==> src/rtl/col2im_pkg.sv <==
// -----------------------------------------------------------------------------
// col2im_pkg
// Shared definitions for the col2im_2d_stream block:
//   - col2im_state_t : frame controller states (IDLE / ACCUM / DRAIN)
//   - calc_hp/calc_vp: number of kernel positions across / down the image
//   - calc_npos      : total kernel positions per frame
//   - calc_nelem     : total column elements per frame (positions * K*K)
//   - cnt_w          : counter width able to hold 0..n-1 (never below 1 bit)
// Padding is always 0, so a position count is (dim - K) / stride + 1.
// -----------------------------------------------------------------------------
package col2im_pkg;

   typedef enum logic [1:0] {
      ST_IDLE  = 2'd0,
      ST_ACCUM = 2'd1,
      ST_DRAIN = 2'd2
   } col2im_state_t;

   function automatic int calc_hp(input int w, input int k, input int s);
      return (w - k) / s + 1;
   endfunction

   function automatic int calc_vp(input int h, input int k, input int s);
      return (h - k) / s + 1;
   endfunction

   function automatic int calc_npos(input int w, input int h, input int k, input int s);
      return calc_hp(w, k, s) * calc_vp(h, k, s);
   endfunction

   function automatic int calc_nelem(input int w, input int h, input int k, input int s);
      return calc_npos(w, h, k, s) * k * k;
   endfunction

   function automatic int cnt_w(input int n);
      return (n > 1) ? $clog2(n) : 1;
   endfunction

endpackage

==> src/rtl/col2im_addr_gen.sv <==
// -----------------------------------------------------------------------------
// col2im_addr_gen
// Walks the column-element order of one frame with nested counters
// (kernel col -> kernel row -> position x -> position y) and presents the image
// pixel the current element belongs to.
// Ports:
//   clk, rst_n : clock, asynchronous active-low reset
//   clr        : restart the walk at element 0 (frame start)
//   adv        : current element consumed, step to the next one
//   row, col   : target pixel of the current element
//   last       : current element is the final one of the frame
// -----------------------------------------------------------------------------
module col2im_addr_gen
   import col2im_pkg::*;
#(
   parameter int IMAGE_WIDTH  = 8,
   parameter int IMAGE_HEIGHT = 8,
   parameter int KERNEL_SIZE  = 3,
   parameter int STRIDE       = 1,
   parameter int ROW_W        = cnt_w(IMAGE_HEIGHT),
   parameter int COL_W        = cnt_w(IMAGE_WIDTH)
) (
   input  logic             clk,
   input  logic             rst_n,
   input  logic             clr,
   input  logic             adv,
   output logic [ROW_W-1:0] row,
   output logic [COL_W-1:0] col,
   output logic             last
);

   localparam int HP  = calc_hp(IMAGE_WIDTH, KERNEL_SIZE, STRIDE);
   localparam int VP  = calc_vp(IMAGE_HEIGHT, KERNEL_SIZE, STRIDE);
   localparam int KW  = cnt_w(KERNEL_SIZE);
   localparam int PXW = cnt_w(HP);
   localparam int PYW = cnt_w(VP);

   localparam logic [KW-1:0]  KMAX  = KW'(KERNEL_SIZE - 1);
   localparam logic [PXW-1:0] PXMAX = PXW'(HP - 1);
   localparam logic [PYW-1:0] PYMAX = PYW'(VP - 1);

   logic [KW-1:0]  kc;
   logic [KW-1:0]  kr;
   logic [PXW-1:0] px;
   logic [PYW-1:0] py;
   logic           kc_end;
   logic           kr_end;
   logic           px_end;
   logic           py_end;

   assign kc_end = (kc == KMAX);
   assign kr_end = (kr == KMAX);
   assign px_end = (px == PXMAX);
   assign py_end = (py == PYMAX);
   assign last   = kc_end && kr_end && px_end && py_end;

   // Target pixel: position origin scaled by stride plus kernel offset.
   assign row = ROW_W'(32'(py) * 32'(STRIDE) + 32'(kr));
   assign col = COL_W'(32'(px) * 32'(STRIDE) + 32'(kc));

   always_ff @(posedge clk or negedge rst_n) begin
      if (!rst_n) begin
         kc <= '0;
         kr <= '0;
         px <= '0;
         py <= '0;
      end else if (clr) begin
         kc <= '0;
         kr <= '0;
         px <= '0;
         py <= '0;
      end else if (adv) begin
         if (!kc_end) begin
            kc <= kc + 1'b1;
         end else begin
            kc <= '0;
            if (!kr_end) begin
               kr <= kr + 1'b1;
            end else begin
               kr <= '0;
               if (!px_end) begin
                  px <= px + 1'b1;
               end else begin
                  px <= '0;
                  py <= py_end ? '0 : py + 1'b1;
               end
            end
         end
      end
   end

endmodule

==> src/rtl/col2im_2d_stream.sv <==
// -----------------------------------------------------------------------------
// col2im_2d_stream
// Streaming col2im: accepts the im2col column stream of one frame (K*K
// elements per kernel position, positions in raster order), scatter-adds every
// element into its image pixel, then streams the reconstructed image out in
// raster order.
// Ports:
//   clk, rst_n           : clock, asynchronous active-low reset
//   start                : begin a frame (only looked at while idle)
//   in_valid/in_ready    : column element handshake, in_data unsigned
//   out_valid/out_ready  : pixel handshake, out_data = accumulated pixel,
//                          out_last flags the bottom-right pixel
//   busy                 : frame in progress
//   done                 : single-cycle pulse after the last pixel is taken
// -----------------------------------------------------------------------------
module col2im_2d_stream
   import col2im_pkg::*;
#(
   parameter int IMAGE_WIDTH  = 8,
   parameter int IMAGE_HEIGHT = 8,
   parameter int KERNEL_SIZE  = 3,
   parameter int STRIDE       = 1,
   parameter int DATA_WIDTH   = 8,
   parameter int ACC_WIDTH    = DATA_WIDTH + $clog2(KERNEL_SIZE * KERNEL_SIZE)
) (
   input  logic                  clk,
   input  logic                  rst_n,
   input  logic                  start,
   input  logic                  in_valid,
   input  logic [DATA_WIDTH-1:0] in_data,
   output logic                  in_ready,
   output logic                  out_valid,
   output logic [ACC_WIDTH-1:0]  out_data,
   output logic                  out_last,
   input  logic                  out_ready,
   output logic                  busy,
   output logic                  done
);

   localparam int NPIX = IMAGE_WIDTH * IMAGE_HEIGHT;
   localparam int IW   = cnt_w(NPIX);
   localparam int RW   = cnt_w(IMAGE_HEIGHT);
   localparam int CW   = cnt_w(IMAGE_WIDTH);

   localparam logic [IW-1:0] IDX_LAST = IW'(NPIX - 1);

   // Unsigned add that wraps modulo 2^ACC_WIDTH; the element is resized to the
   // accumulator width first so narrow accumulators keep only the low bits.
   function automatic logic [ACC_WIDTH-1:0] acc_wrap(input logic [ACC_WIDTH-1:0] a,
                                                     input logic [DATA_WIDTH-1:0] d);
      return a + ACC_WIDTH'(d);
   endfunction

   col2im_state_t        state;
   logic [IW-1:0]        rd_idx;
   logic [ACC_WIDTH-1:0] acc [NPIX];

   logic [RW-1:0]        tgt_row;
   logic [CW-1:0]        tgt_col;
   logic                 tgt_last;
   logic                 frame_start;
   logic                 in_hs;
   logic                 out_hs;
   logic [IW-1:0]        wr_idx;
   logic [ACC_WIDTH-1:0] wr_sum;
   logic [IW-1:0]        nxt_idx;
   logic [ACC_WIDTH-1:0] nxt_pix;

   assign frame_start = (state == ST_IDLE) && start;
   assign in_hs       = in_valid && in_ready;
   assign out_hs      = out_valid && out_ready;

   col2im_addr_gen #(
      .IMAGE_WIDTH  (IMAGE_WIDTH),
      .IMAGE_HEIGHT (IMAGE_HEIGHT),
      .KERNEL_SIZE  (KERNEL_SIZE),
      .STRIDE       (STRIDE),
      .ROW_W        (RW),
      .COL_W        (CW)
   ) u_addr_gen (
      .clk   (clk),
      .rst_n (rst_n),
      .clr   (frame_start),
      .adv   (in_hs),
      .row   (tgt_row),
      .col   (tgt_col),
      .last  (tgt_last)
   );

   assign wr_idx = IW'(32'(tgt_row) * 32'(IMAGE_WIDTH) + 32'(tgt_col));
   assign wr_sum = acc_wrap(acc[wr_idx], in_data);

   // Next pixel to present. On the final input cycle the element being written
   // may land on pixel 0 (1x1 geometry), so the fresh sum is forwarded.
   always_comb begin
      nxt_idx = '0;
      if (state == ST_DRAIN) begin
         nxt_idx = rd_idx + 1'b1;
      end
      nxt_pix = acc[nxt_idx];
      if (in_hs && (wr_idx == nxt_idx)) begin
         nxt_pix = wr_sum;
      end
   end

   // Read-modify-write happens in one cycle, so consecutive hits on the same
   // pixel always see the previous sum. Contents are cleared at frame start
   // rather than on reset.
   always_ff @(posedge clk) begin
      if (frame_start) begin
         for (int n = 0; n < NPIX; n++) begin
            acc[n] <= '0;
         end
      end else if (in_hs) begin
         acc[wr_idx] <= wr_sum;
      end
   end

   always_ff @(posedge clk or negedge rst_n) begin
      if (!rst_n) begin
         state     <= ST_IDLE;
         rd_idx    <= '0;
         in_ready  <= 1'b0;
         out_valid <= 1'b0;
         out_last  <= 1'b0;
         out_data  <= '0;
         busy      <= 1'b0;
         done      <= 1'b0;
      end else begin
         done <= 1'b0;
         case (state)
            ST_IDLE: begin
               if (start) begin
                  state    <= ST_ACCUM;
                  in_ready <= 1'b1;
                  busy     <= 1'b1;
               end
            end
            ST_ACCUM: begin
               if (in_hs && tgt_last) begin
                  state     <= ST_DRAIN;
                  in_ready  <= 1'b0;
                  out_valid <= 1'b1;
                  rd_idx    <= '0;
                  out_data  <= nxt_pix;
                  out_last  <= (NPIX == 1);
               end
            end
            ST_DRAIN: begin
               if (out_hs) begin
                  if (out_last) begin
                     state     <= ST_IDLE;
                     out_valid <= 1'b0;
                     out_last  <= 1'b0;
                     busy      <= 1'b0;
                     done      <= 1'b1;
                  end else begin
                     rd_idx   <= nxt_idx;
                     out_data <= nxt_pix;
                     out_last <= (nxt_idx == IDX_LAST);
                  end
               end
            end
            default: begin
               state     <= ST_IDLE;
               in_ready  <= 1'b0;
               out_valid <= 1'b0;
               out_last  <= 1'b0;
               busy      <= 1'b0;
            end
         endcase
      end
   end

endmodule

==> config.mk <==
export PLATFORM = sky130hd
export DESIGN_NAME = col2im_2d_stream
export DESIGN_NICKNAME = d
export VERILOG_FILES = /design/src/rtl/col2im_pkg.sv /design/src/rtl/col2im_addr_gen.sv /design/src/rtl/col2im_2d_stream.sv
export SDC_FILE = /design/constraint.sdc
export NUM_CORES = 2
export LEC_CHECK = 0
export ABC_AREA = 0
export CORE_AREA = 5 5 280 282
export DETAILED_ROUTE_END_ITERATION = 8
export DIE_AREA = 0 0 285 287
export HOLD_SLACK_MARGIN = 0.03
export PLACE_DENSITY = 0.71
export SLEW_MARGIN = 10
export SYNTH_ARGS = -nofsm -noshare
export SYNTH_HDL_FRONTEND = slang
export SYNTH_HIERARCHICAL = 1
export SYNTH_SLANG_ARGS = --single-unit
==> constraint.sdc <==
create_clock -name clk -period 7.9 [get_ports clk]
set_clock_uncertainty 0.15 [all_clocks]
set_input_delay 1.185 -clock clk [delete_from_list [all_inputs] [get_ports clk]]
set_output_delay 1.185 -clock clk [all_outputs]
set_load 0.01 [all_outputs]
==> impl_metrics.ini <==
[final_layout]
final_cell_mix = 768 x edfxtp_1, 752 x nor2_1, 281 x nand2_1, 253 x a22oi_1, 140 x mux2i_1
area_growth_pct = 9.28
fin_nets = 3451
final_common_cell = edfxtp_1
layout-drive-gt1-share_pct = 11.5
fin_area_um2 = 45000

[logic_synthesis]
synth_area_per_cell_um2 = 11.5
ys_seq_area_share_pct = 58.1
syn_area_um2 = 41200
yosysUniqueCellTypes = 76
synthCells = 3584
synthArstFlopShare_pct = 4.36
ys.flop_type = edfxtp_1
syn_nets = 3611
ys_ff_latch = 803
synth_edf_count = 768
ys_warn_count = 6

[routing]
vias = 33776
drc = 0
wl_um = 160000
wl_per_cell_um = 35.8
drtPass1Iterations = 7
antenna_left = 0
vias_per_cell = 7.55
drt_iter0_markers = 6270

[placement]
hpwl_um = 101000
placed_area_um2 = 42200
globalplace.congestion = 1.04
io_buffers = 29

[setup_path]
crit_path_start = u_addr_gen/px[0]$_DFFE_PN0P_
r2r_start = u_addr_gen/px[0]$_DFFE_PN0P_
cp_max_fo = 52
crit_required_ps = 8130
crit_end = acc[22][10]$_SDFFCE_PN0P_
reg2regPathDepth = 21
worstPathArrival_ps = 7540
r2r_setup_slack_ps = 600
r2r-end = acc[22][10]$_SDFFCE_PN0P_
worstSetupPathType = reg -> reg
end_kind = flop
startpoint_type = flop

[cts]
cts_hold_buffers = 0
ctsResizeCount = 0
post_cts_buffers = 0
cts_buffers = 85
path_clk_slew_ps = 60
clock-sinks = 803
worst_skew_pair.late_latency_ps = 670
cts-htree-levels = 3
root_buffer = clkbuf_16
cts_tree = built
clockBufferDepth = 3

[timing]
hold_violations = 0
max_freq_mhz = 137
fin_setup_tns_ps = 0
tightest_slew_ps = 1310
relSlewSlack_pct = 12.5
setup_violations = 0
post-route-period-util_pct = 92.5
drv_slew = 0
rsz0062_at_grt = no
fin_crit_ps = 7300

[floorplan]
dieWidth_um = 285
start_util_pct = 54.6
dieArea_um2 = 81800
fp.dieH_um = 287
core_area_um2 = 75400
rows = 101
io_pins = 30

[run_status]
status = finished, final reports clean

[power_and_ir_drop]
powerDensity_nw_per_um2 = 457
p_leak_uw = 0.0150
peakVddDrop_uv = 1100

[global_route]
grt_pass1_vias = 32302
grt.total_usage_pct = 38.2
antenna_found_initial = 9
grt_overflow = 0
grt_pass1_wl_um = 228000
grt_max_degree = 103

[run]
max_cap_violations = 0

[min_path]
holdCritPathClass = reg -> reg
==> state kept, by name (all words and copies together) (netlist names), 2 cells and up <==
register	flops
state	2
u_addr_gen/kr	2
acc	768
out_data	12
u_addr_gen/kc	2
u_addr_gen/px	3
u_addr_gen/py	3
rd_idx	6
==> metrics by stage <==
stage          total power, uW  std cells  hold WS [ps]  worst slack (ps)  utilization [%]
2_1_floorplan            11600       3584           326              2160                -
6_report                 20600       4476           378               596             59.7
3_3_place_gp             15700       4315           352              1010             56.0
3_5_place_dp             15800       4315           363               885             56.0
4_1_cts                  19900       4474           377               853             59.7
5_1_grt                  20700       4474           417               458             59.7
==> layer usage <==
metal,vias up,global-route usage [%],share of wire [%]
met2,3426,56.3,42
met5,-,0,0.039
met3,693,13.8,17
met4,8,21.2,7.2
li1,13296,-,-
met1,16353,49.5,33
==> cell type report <==
type,count,area (um2)
antenna,2,5.00
clock buffer,108,2310
clock inverter,51,478
fill,5928,30400
inverter,15,56.3
multi-input combinational,2382,15700
sequential,803,23900
tap,978,1220
timing repair buffer,137,1270
==> logic make-up after synthesis <==
kind of cell	share of synthesized area, %
muxes	9.08
DFF	58.1
adders and majority gates	0.480
buffers and inverters	4.28
AOI/OAI and AO/OA	13.8
and+or+nand+nor	13.8
xor gates and xnor gates	0.443
==> power breakdown <==
part	switching [uW]	total [uW]	internal, uW
registers	88.3	4930	4840
logic	8980	11500	2560
clock network	1790	4100	2310
total	10900	20600	9700
==> how the worst min path moves through the flow <==
stage | slack (ps) | depth (start not counted) | to | start
finish | 380 | 2 | rd_idx[1]$_DFFE_PN0P_ | rd_idx[1]$_DFFE_PN0P_
global route | 420 | 2 | out_data[9]$_DFFE_PN0P_ | out_data[9]$_DFFE_PN0P_
CTS | 380 | 2 | rd_idx[1]$_DFFE_PN0P_ | rd_idx[1]$_DFFE_PN0P_
detailed placement | 360 | 2 | rd_idx[1]$_DFFE_PN0P_ | rd_idx[1]$_DFFE_PN0P_
global placement | 350 | 2 | rd_idx[1]$_DFFE_PN0P_ | rd_idx[1]$_DFFE_PN0P_
floorplan | 330 | 2 | rd_idx[1]$_DFFE_PN0P_ | rd_idx[1]$_DFFE_PN0P_
==> critical path: stages, from the launching register on <==
cell      delay, ps
dfrtp_1         470
ha_2            230
inv_1            50
fa_1            400
xnor2_2         710
and3_4         1070
buf_4           400
a221oi_1        110
a31oi_1         470
or4_1           270
nor2_1           90
fa_2            390
inv_1            70
a21oi_1          60
o21ai_0         390
a21o_1          180
nand2_1          70
a21oi_1         440
nand2_1         170
xnor2_2         180
buf_4           470
nor2_1          100
==> synth_stat cells, drive strengths merged (7+ instances only) <==
cell type    n  area share (%)
buf        143             1.9
o22ai       47            0.71
a41oi       11            0.23
a32o        29            0.70
ha          11            0.33
o32ai        8            0.17
edfxtp     768              56
nor2       755             6.9
o31ai       11            0.20
nor4        11            0.18
o211ai      14            0.26
mux4       101             5.5
nor3        28            0.35
a211oi      21            0.38
a22o        45            0.96
nand2b      13            0.20
and3        73             1.1
a21oi      112             1.4
clkbuf     241             2.2
o21ai       73            0.89
a31oi       42            0.64
a221oi      62             1.3
inv         15            0.14
nand2      284             2.6
and2        14            0.21
a22oi      253             4.6
nor3b        7            0.18
dfrtp       35             2.1
nand3b      13            0.28
nand4       36            0.55
xnor2       14            0.30
mux2i      141             3.4
a32oi       24            0.51
nand3       31            0.38
Power figures use the tool's default switching activity.
